[src/rtl/pong_pkg.sv]
// Shared types and default geometry for the pong engine.
// Game-state encoding, winner encoding and signed coordinate type.
package pong_pkg;

    typedef enum logic [2:0] {
        ST_IDLE  = 3'd0,
        ST_SERVE = 3'd1,
        ST_PLAY  = 3'd2,
        ST_POINT = 3'd3,
        ST_OVER  = 3'd4
    } state_e;

    typedef enum logic [1:0] {
        WIN_NONE = 2'd0,
        WIN_P1   = 2'd1,
        WIN_P2   = 2'd2
    } winner_e;

    // 11-bit signed so that x - r or y - r never wraps below zero
    typedef logic signed [10:0] coord_t;

    localparam int DEF_TICK_DIV     = 833333;
    localparam int DEF_FIELD_X0     = 240;
    localparam int DEF_FIELD_X1     = 400;
    localparam int DEF_FIELD_Y0     = 80;
    localparam int DEF_FIELD_Y1     = 450;
    localparam int DEF_P1X          = 220;
    localparam int DEF_P2X          = 400;
    localparam int DEF_PADDLE_W     = 20;
    localparam int DEF_PADDLE_H     = 80;
    localparam int DEF_BALL_R       = 7;
    localparam int DEF_BALL_SPEED   = 1;
    localparam int DEF_PADDLE_SPEED = 1;
    localparam int DEF_SERVE_TICKS  = 60;
    localparam int DEF_WIN_SCORE    = 11;

endpackage

[src/rtl/pong_tick_gen.sv]
// Game-tick strobe: one-cycle pulse every DIV clocks, first pulse DIV clocks after reset.
// Latency: registered strobe; backpressure: none (free-running).
module pong_tick_gen #(
    parameter int DIV = 833333
) (
    input  logic clk,
    input  logic rst_n,
    output logic tick
);

    localparam int CW = (DIV > 1) ? $clog2(DIV) : 1;

    logic [CW-1:0] cnt_q, cnt_d;
    logic          tick_q, tick_d;

    always_comb begin
        tick_d = (cnt_q == CW'(DIV - 1));
        cnt_d  = tick_d ? '0 : cnt_q + 1'b1;
    end

    always_ff @(posedge clk or negedge rst_n) begin
        if (!rst_n) begin
            cnt_q  <= '0;
            tick_q <= 1'b0;
        end else begin
            cnt_q  <= cnt_d;
            tick_q <= tick_d;
        end
    end

    assign tick = tick_q;

endmodule

[src/rtl/pong_game_engine.sv]
// Pong game engine: paddles, ball physics, scoring and game FSM, updated once per game tick.
// Latency: all outputs registered, change one clock after the tick strobe; backpressure: none.
module pong_game_engine
    import pong_pkg::*;
#(
    parameter int TICK_DIV     = DEF_TICK_DIV,
    parameter int FIELD_X0     = DEF_FIELD_X0,
    parameter int FIELD_X1     = DEF_FIELD_X1,
    parameter int FIELD_Y0     = DEF_FIELD_Y0,
    parameter int FIELD_Y1     = DEF_FIELD_Y1,
    parameter int P1X          = DEF_P1X,
    parameter int P2X          = DEF_P2X,
    parameter int PADDLE_W     = DEF_PADDLE_W,
    parameter int PADDLE_H     = DEF_PADDLE_H,
    parameter int BALL_R       = DEF_BALL_R,
    parameter int BALL_SPEED   = DEF_BALL_SPEED,
    parameter int PADDLE_SPEED = DEF_PADDLE_SPEED,
    parameter int SERVE_TICKS  = DEF_SERVE_TICKS,
    parameter int WIN_SCORE    = DEF_WIN_SCORE
) (
    input  logic       iVGA_CLK,
    input  logic       iRST_n,
    input  logic       i_run,
    input  logic       up1,
    input  logic       down1,
    input  logic       up2,
    input  logic       down2,
    output logic [9:0] o_ball_x,
    output logic [9:0] o_ball_y,
    output logic [9:0] o_p1y,
    output logic [9:0] o_p2y,
    output logic [3:0] o_p1score,
    output logic [3:0] o_p2score,
    output logic [2:0] o_state,
    output logic [1:0] o_winner,
    output logic       o_tick
);

    localparam coord_t FX0    = coord_t'(FIELD_X0);
    localparam coord_t FX1    = coord_t'(FIELD_X1);
    localparam coord_t FY0    = coord_t'(FIELD_Y0);
    localparam coord_t FY1    = coord_t'(FIELD_Y1);
    localparam coord_t P1R    = coord_t'(P1X + PADDLE_W);
    localparam coord_t P2L    = coord_t'(P2X);
    localparam coord_t PH     = coord_t'(PADDLE_H);
    localparam coord_t BR     = coord_t'(BALL_R);
    localparam coord_t BSPD   = coord_t'(BALL_SPEED);
    localparam coord_t PSPD   = coord_t'(PADDLE_SPEED);
    localparam coord_t PY_MIN = coord_t'(FIELD_Y0);
    localparam coord_t PY_MAX = coord_t'(FIELD_Y1 - PADDLE_H);

    localparam logic [9:0] CX    = 10'((FIELD_X0 + FIELD_X1) / 2);
    localparam logic [9:0] CY    = 10'((FIELD_Y0 + FIELD_Y1) / 2);
    localparam logic [9:0] PHOME = 10'((FIELD_Y0 + FIELD_Y1 - PADDLE_H) / 2);
    localparam logic [9:0] Y_TOP = 10'(FIELD_Y0 + BALL_R);
    localparam logic [9:0] Y_BOT = 10'(FIELD_Y1 - BALL_R);
    localparam logic [9:0] X_P1  = 10'(P1X + PADDLE_W + BALL_R);
    localparam logic [9:0] X_P2  = 10'(P2X - BALL_R);
    localparam logic [3:0] WIN   = 4'(WIN_SCORE);
    localparam int         SCW   = $clog2(SERVE_TICKS + 1);

    state_e         state_q, state_d;
    winner_e        winner_q, winner_d;
    logic [9:0]     ball_x_q, ball_x_d, ball_y_q, ball_y_d;
    logic [9:0]     p1y_q, p1y_d, p2y_q, p2y_d;
    logic [3:0]     p1score_q, p1score_d, p2score_q, p2score_d;
    logic           dx_neg_q, dx_neg_d, dy_neg_q, dy_neg_d;
    logic           serve_dx_neg_q, serve_dx_neg_d, serve_dy_neg_q, serve_dy_neg_d;
    logic           p1_scored_q, p1_scored_d;
    logic [SCW-1:0] serve_cnt_q, serve_cnt_d;
    logic           tick;

    coord_t     bx, by, nx, ny, p1s, p2s;
    logic [3:0] new_score;

    pong_tick_gen #(.DIV(TICK_DIV)) u_tick (
        .clk   (iVGA_CLK),
        .rst_n (iRST_n),
        .tick  (tick)
    );

    function automatic logic [9:0] paddle_step(input logic [9:0] y, input logic up_n,
                                               input logic dn_n);
        coord_t ys;
        coord_t yn;
        ys = coord_t'({1'b0, y});
        yn = ys;
        if (!up_n && dn_n)
            yn = (ys - PSPD < PY_MIN) ? PY_MIN : ys - PSPD;
        else if (up_n && !dn_n)
            yn = (ys + PSPD > PY_MAX) ? PY_MAX : ys + PSPD;
        return yn[9:0];
    endfunction

    always_comb begin
        state_d        = state_q;
        winner_d       = winner_q;
        ball_x_d       = ball_x_q;
        ball_y_d       = ball_y_q;
        p1y_d          = p1y_q;
        p2y_d          = p2y_q;
        p1score_d      = p1score_q;
        p2score_d      = p2score_q;
        dx_neg_d       = dx_neg_q;
        dy_neg_d       = dy_neg_q;
        serve_dx_neg_d = serve_dx_neg_q;
        serve_dy_neg_d = serve_dy_neg_q;
        p1_scored_d    = p1_scored_q;
        serve_cnt_d    = serve_cnt_q;

        bx        = coord_t'({1'b0, ball_x_q});
        by        = coord_t'({1'b0, ball_y_q});
        p1s       = coord_t'({1'b0, p1y_q});
        p2s       = coord_t'({1'b0, p2y_q});
        nx        = dx_neg_q ? bx - BSPD : bx + BSPD;
        ny        = dy_neg_q ? by - BSPD : by + BSPD;
        new_score = p1_scored_q ? p1score_q + 4'd1 : p2score_q + 4'd1;

        if (!i_run) begin
            state_d        = ST_IDLE;
            winner_d       = WIN_NONE;
            ball_x_d       = CX;
            ball_y_d       = CY;
            p1y_d          = PHOME;
            p2y_d          = PHOME;
            p1score_d      = 4'd0;
            p2score_d      = 4'd0;
            dx_neg_d       = 1'b0;
            dy_neg_d       = 1'b0;
            serve_dx_neg_d = 1'b0;
            serve_dy_neg_d = 1'b0;
            p1_scored_d    = 1'b0;
            serve_cnt_d    = '0;
        end else if (tick) begin
            case (state_q)
                ST_IDLE: begin
                    state_d     = ST_SERVE;
                    serve_cnt_d = '0;
                end
                ST_SERVE: begin
                    p1y_d    = paddle_step(p1y_q, up1, down1);
                    p2y_d    = paddle_step(p2y_q, up2, down2);
                    ball_x_d = CX;
                    ball_y_d = CY;
                    if (serve_cnt_q == SCW'(SERVE_TICKS - 1)) begin
                        state_d        = ST_PLAY;
                        dx_neg_d       = serve_dx_neg_q;
                        dy_neg_d       = serve_dy_neg_q;
                        serve_dy_neg_d = ~serve_dy_neg_q;
                    end else begin
                        serve_cnt_d = serve_cnt_q + 1'b1;
                    end
                end
                ST_PLAY: begin
                    p1y_d = paddle_step(p1y_q, up1, down1);
                    p2y_d = paddle_step(p2y_q, up2, down2);
                    // Y and X are resolved independently so a corner hit flips both
                    if (ny - BR <= FY0) begin
                        ball_y_d = Y_TOP;
                        dy_neg_d = 1'b0;
                    end else if (ny + BR >= FY1) begin
                        ball_y_d = Y_BOT;
                        dy_neg_d = 1'b1;
                    end else begin
                        ball_y_d = ny[9:0];
                    end
                    if (dx_neg_q && (nx - BR <= P1R) && (p1s <= ny) && (ny <= p1s + PH)) begin
                        ball_x_d = X_P1;
                        dx_neg_d = 1'b0;
                    end else if (!dx_neg_q && (nx + BR >= P2L) && (p2s <= ny)
                                 && (ny <= p2s + PH)) begin
                        ball_x_d = X_P2;
                        dx_neg_d = 1'b1;
                    end else if (nx - BR <= FX0) begin
                        state_d     = ST_POINT;
                        p1_scored_d = 1'b0;
                    end else if (nx + BR >= FX1) begin
                        state_d     = ST_POINT;
                        p1_scored_d = 1'b1;
                    end else begin
                        ball_x_d = nx[9:0];
                    end
                end
                ST_POINT: begin
                    ball_x_d    = CX;
                    ball_y_d    = CY;
                    serve_cnt_d = '0;
                    // next serve heads toward the player who just lost the point
                    serve_dx_neg_d = ~p1_scored_q;
                    if (p1_scored_q) p1score_d = new_score;
                    else             p2score_d = new_score;
                    if (new_score == WIN) begin
                        state_d  = ST_OVER;
                        winner_d = p1_scored_q ? WIN_P1 : WIN_P2;
                    end else begin
                        state_d = ST_SERVE;
                    end
                end
                ST_OVER: state_d = ST_OVER;
                default: state_d = ST_IDLE;
            endcase
        end
    end

    always_ff @(posedge iVGA_CLK or negedge iRST_n) begin
        if (!iRST_n) begin
            state_q        <= ST_IDLE;
            winner_q       <= WIN_NONE;
            ball_x_q       <= CX;
            ball_y_q       <= CY;
            p1y_q          <= PHOME;
            p2y_q          <= PHOME;
            p1score_q      <= 4'd0;
            p2score_q      <= 4'd0;
            dx_neg_q       <= 1'b0;
            dy_neg_q       <= 1'b0;
            serve_dx_neg_q <= 1'b0;
            serve_dy_neg_q <= 1'b0;
            p1_scored_q    <= 1'b0;
            serve_cnt_q    <= '0;
        end else begin
            state_q        <= state_d;
            winner_q       <= winner_d;
            ball_x_q       <= ball_x_d;
            ball_y_q       <= ball_y_d;
            p1y_q          <= p1y_d;
            p2y_q          <= p2y_d;
            p1score_q      <= p1score_d;
            p2score_q      <= p2score_d;
            dx_neg_q       <= dx_neg_d;
            dy_neg_q       <= dy_neg_d;
            serve_dx_neg_q <= serve_dx_neg_d;
            serve_dy_neg_q <= serve_dy_neg_d;
            p1_scored_q    <= p1_scored_d;
            serve_cnt_q    <= serve_cnt_d;
        end
    end

    assign o_ball_x  = ball_x_q;
    assign o_ball_y  = ball_y_q;
    assign o_p1y     = p1y_q;
    assign o_p2y     = p2y_q;
    assign o_p1score = p1score_q;
    assign o_p2score = p2score_q;
    assign o_state   = state_q;
    assign o_winner  = winner_q;
    assign o_tick    = tick;

endmodule

[config.mk]
export PLATFORM = sky130hd
export DESIGN_NAME = pong_game_engine
export DESIGN_NICKNAME = d
export VERILOG_FILES = /design/src/rtl/pong_pkg.sv /design/src/rtl/pong_tick_gen.sv /design/src/rtl/pong_game_engine.sv
export SDC_FILE = /design/constraint.sdc
export NUM_CORES = 1
export LEC_CHECK = 0
export CELL_PAD_IN_SITES_DETAIL_PLACEMENT = 1
export CELL_PAD_IN_SITES_GLOBAL_PLACEMENT = 1
export CORE_UTILIZATION = 30
export CTS_CLUSTER_DIAMETER = 80
export DETAILED_ROUTE_END_ITERATION = 8
export PLACE_DENSITY = 0.69
export SLEW_MARGIN = 20
export SYNTH_ARGS = -nofsm -noshare
export SYNTH_HDL_FRONTEND = slang
export SYNTH_SLANG_ARGS = --single-unit
export TNS_END_PERCENT = 100
[constraint.sdc]
create_clock -name iVGA_CLK -period 9.4 [get_ports iVGA_CLK]
set_input_delay 1.41 -clock iVGA_CLK [delete_from_list [all_inputs] [get_ports iVGA_CLK]]
set_output_delay 1.41 -clock iVGA_CLK [all_outputs]
set_load 0.03 [all_outputs]
==> results.py <==
metrics = {
    "run_status": {
        "status": "complete, but fails checks",
        "failed_checks": "design-rule violations",
    },
    "placed_design": {
        "port_buffers": 60,
        "dp_hpwl_microns": 19500,
        "place.gp.congestion": 0.839,
    },
    "cts": {
        "cts_root_buffer": "clkbuf_16",
        "htreeDepth": 3,
        "cts.sinks": 85,
        "clkLatencyLatePin_ns": 0.35,
        "clkTransAtPathRegs_ns": 0.07,
        "cts.repair.resized": 0,
        "hold_buffers": 0,
        "cts.path.max_buffers": 2,
        "cts_tree": "built",
        "cts_buffers": 9,
        "postCtsSetupBuffers": 0,
    },
    "synthesis": {
        "yosysWarnings": 0,
        "synth_edf_count": 0,
        "avgSynthCellArea_sq_um": 8.06,
        "ys.flop_type": "dfrtp_1",
        "syn_area_sq_um": 8190,
        "synth_nets": 1105,
        "yosys-top-cells-area": "dfrtp_1 (22%), ha_1 (12%), dfstp_2 (4.2%)",
        "synthCells": 1015,
        "ys_seq_area_frac": 0.262,
        "netlist.area_leader.share": 0.220,
        "async_flop_share": 1.00,
        "synthTopCellsByCount": "nor2_1 (82), ha_1 (81), nand2_1 (73), dfrtp_1 (72), a21oi_1 (67)",
        "yosys.area.top_type": "dfrtp_1",
        "synthDistinctLibCells": 86,
        "yosysMostFrequentCell": "nor2_1",
        "ys_ff_latch": 85,
    },
    "power": {
        "switchingPower_w": 0.00127,
        "power.internal_w": 0.00121,
        "p_leak_nw": 3.88,
        "clkPwrFrac": 0.149,
        "ir_drop_uv": 93.8,
        "comb_power_share": 0.640,
        "swShare": 0.512,
        "p_per_area_nw_per_um2": 265,
        "seqPwrFrac": 0.211,
        "power_w": 0.00248,
    },
    "die": {
        "die_w_microns": 167,
        "ioPinCount": 61,
        "die_y_microns": 167,
        "rows": 60,
        "die_area_sq_um": 27900,
        "core-area_sq_um": 26900,
        "start_util": 0.305,
    },
    "routing": {
        "via_per_inst": 5.62,
        "drtIter0Drc": 431,
        "drt.antenna.violating_nets": 0,
        "firstDrtPassIters": 7,
        "vias": 7826,
        "wl_microns": 25600,
        "drc_errors": 2,
        "routedWlPerCell_microns": 18.4,
    },
    "worst_setup_path": {
        "critPathSlowestCell": "dfstp_2",
        "cp-end-kind": "flop",
        "worst_setup_path_start_kind": "flop",
        "rrSetupSlack_ns": 3.93,
        "crit_type": "flop to flop",
        "cp_top_family": "compound AO/OA/AOI/OAI gates",
        "max_stage_delay_ns": 0.65,
        "crit_buf_inv": 2,
        "crit_path_cell_trace": "inv_1, fa_1, nor2b_1, o21a_1, o21a_1, o211ai_1, a21oi_1, inv_1, ha_1, nand2_1, nor2_1, a2111oi_0, a21oi_1, a2111oi_0, nand3_1, a41oi_2, o32ai_1",
        "cp_max_fo": 11,
        "worstPathRequired_ns": 9.60,
        "cp.arrival_ns": 5.67,
    },
    "cells_and_area": {
        "layout.nets": 1136,
        "nFillCells": 3239,
        "drive_gt1_frac": 0.0533,
        "antennaDiodeCount": 0,
        "regArea_sq_um": 2140,
        "area_delta_synth_final_pct": 14.4,
        "multiInputGateArea_sq_um": 5650,
    },
    "sta": {
        "rsz0062_at_grt": "false",
        "fin_setup_tns_ns": 0,
        "hold_viol": 0,
        "slew_headroom": 0.301,
        "slew_violations": 0,
        "setup_viol": 0,
        "worst_slew_pin_slew_ns": 1.04,
        "clock_skew_ns": 0.00530,
        "min_period_ns": 5.47,
        "max_freq_ghz": 0.183,
        "post-route-period-util": 0.582,
    },
    "grt": {
        "groute.usage.overall": 0.188,
        "antenna_found_initial": 0,
        "grt_pass1_vias": 7942,
        "grt_max_degree": 55,
        "grt_pass1_wl_microns": 43000,
        "grt_overflow_total": 0,
    },
    "hold_path": {
        "min-delay-path-class": "flop to flop",
    },
    "job": {
        "max-cap-violations": 0,
    },
}
==> metrics by stage <==
step / worst slack, ns / util / area [sq um] / instances / hold WS [ns]
floorplan: 4.76 / - / 8190 / 1015 / 0.452
global placement: 4.21 / 0.337 / 9060 / 1376 / 0.490
detailed placement: 4.03 / 0.337 / 9060 / 1376 / 0.490
CTS: 3.98 / 0.348 / 9360 / 1392 / 0.504
global route: 3.56 / 0.348 / 9360 / 1392 / 0.556
finish: 3.93 / 0.348 / 9360 / 1392 / 0.507
==> power groups by stage <==
stage | clock network, W | registers, W | logic, W
global route | 0.000393 | 0.000535 | 0.00175
detailed placement | 0 | 0.000529 | 0.00157
global placement | 0 | 0.000528 | 0.00154
floorplan | 0 | 0.000566 | 0.00107
CTS | 0.000380 | 0.000523 | 0.00158
finish | 0.000370 | 0.000522 | 0.00159
==> layout make-up <==
type	instances	area share
Clock buffer	9	0.0241
Timing Repair Buffer	64	0.0671
Clock inverter	7	0.00775
Sequential cell	85	0.229
Tap cell	341	0.0456
Multi-Input combinational cell	828	0.603
Inverter	58	0.0233
==> logic make-up (layout without fill, tap and decap cells) <==
group / Yosys count / after routing / synth area share
flops: 85 / 85 / 0.262
simple gates: 373 / 373 / 0.234
compound gates: 302 / 302 / 0.249
fa+ha+maj: 83 / 83 / 0.129
mux: 12 / 12 / 0.0151
xor+xnor: 58 / 58 / 0.0621
buf+inv: 102 / 138 / 0.0491
==> cells in the final DEF, fill, tap and decap left out, types with 8 or more instances in the layout <==
cell type / count
dfstp_2: 13
nand3_1: 47
a21oi_1: 67
a21o_1: 10
xnor2_1: 37
xor2_1: 21
inv_1: 56
and3_1: 22
ha_1: 81
o21ai_0: 65
nor4_1: 11
o211ai_1: 16
dfrtp_1: 72
mux2i_1: 9
nor2b_1: 19
o21a_1: 18
a31oi_1: 14
nor3_1: 36
and2_1: 15
or3_1: 11
nor2_1: 82
nand2b_1: 9
clkdlybuf4s50_1: 59
nand2_1: 73
clkbuf_16: 9
nand4_1: 17
o22ai_1: 8
==> final timing paths <==
| check | startpoint | to | depth (start not counted) |
|---|---|---|---|
| max in group asynchronous | iRST_n | o_p2y[4] | 2 |
| min reg2reg | u_tick.cnt_q[6] | u_tick.cnt_q[6] | 1 |
| max | o_ball_y[0] | o_ball_x[9] | 17 |
| min | u_tick.cnt_q[6] | u_tick.cnt_q[6] | 1 |
| max reg2reg | o_ball_y[0] | o_ball_x[9] | 17 |
| min in group asynchronous | iRST_n | p1_scored_q | 1 |
==> routing by layer <==
layer  vias to the layer above  global-route usage  routed length, microns
li1                       3795                   -                       -
met1                      3874               0.265                   12600
met2                       129               0.304                   11800
met3                        28              0.0213                     773
met4                         0              0.0487                     440
met5                         -                   0                       0
==> sequential cells by signal, indices dropped and copies added (netlist names) <==
name,cells
dx_neg_q,1
dy_neg_q,1
o_ball_x,10
o_ball_y,10
o_p1score,4
o_p1y,10
o_p2score,4
o_p2y,10
o_state,3
o_winner,2
p1_scored_q,1
serve_cnt_q,6
serve_dx_neg_q,1
serve_dy_neg_q,1
u_tick.cnt_q,20
u_tick.tick,1
Power figures use the tool's default switching activity.
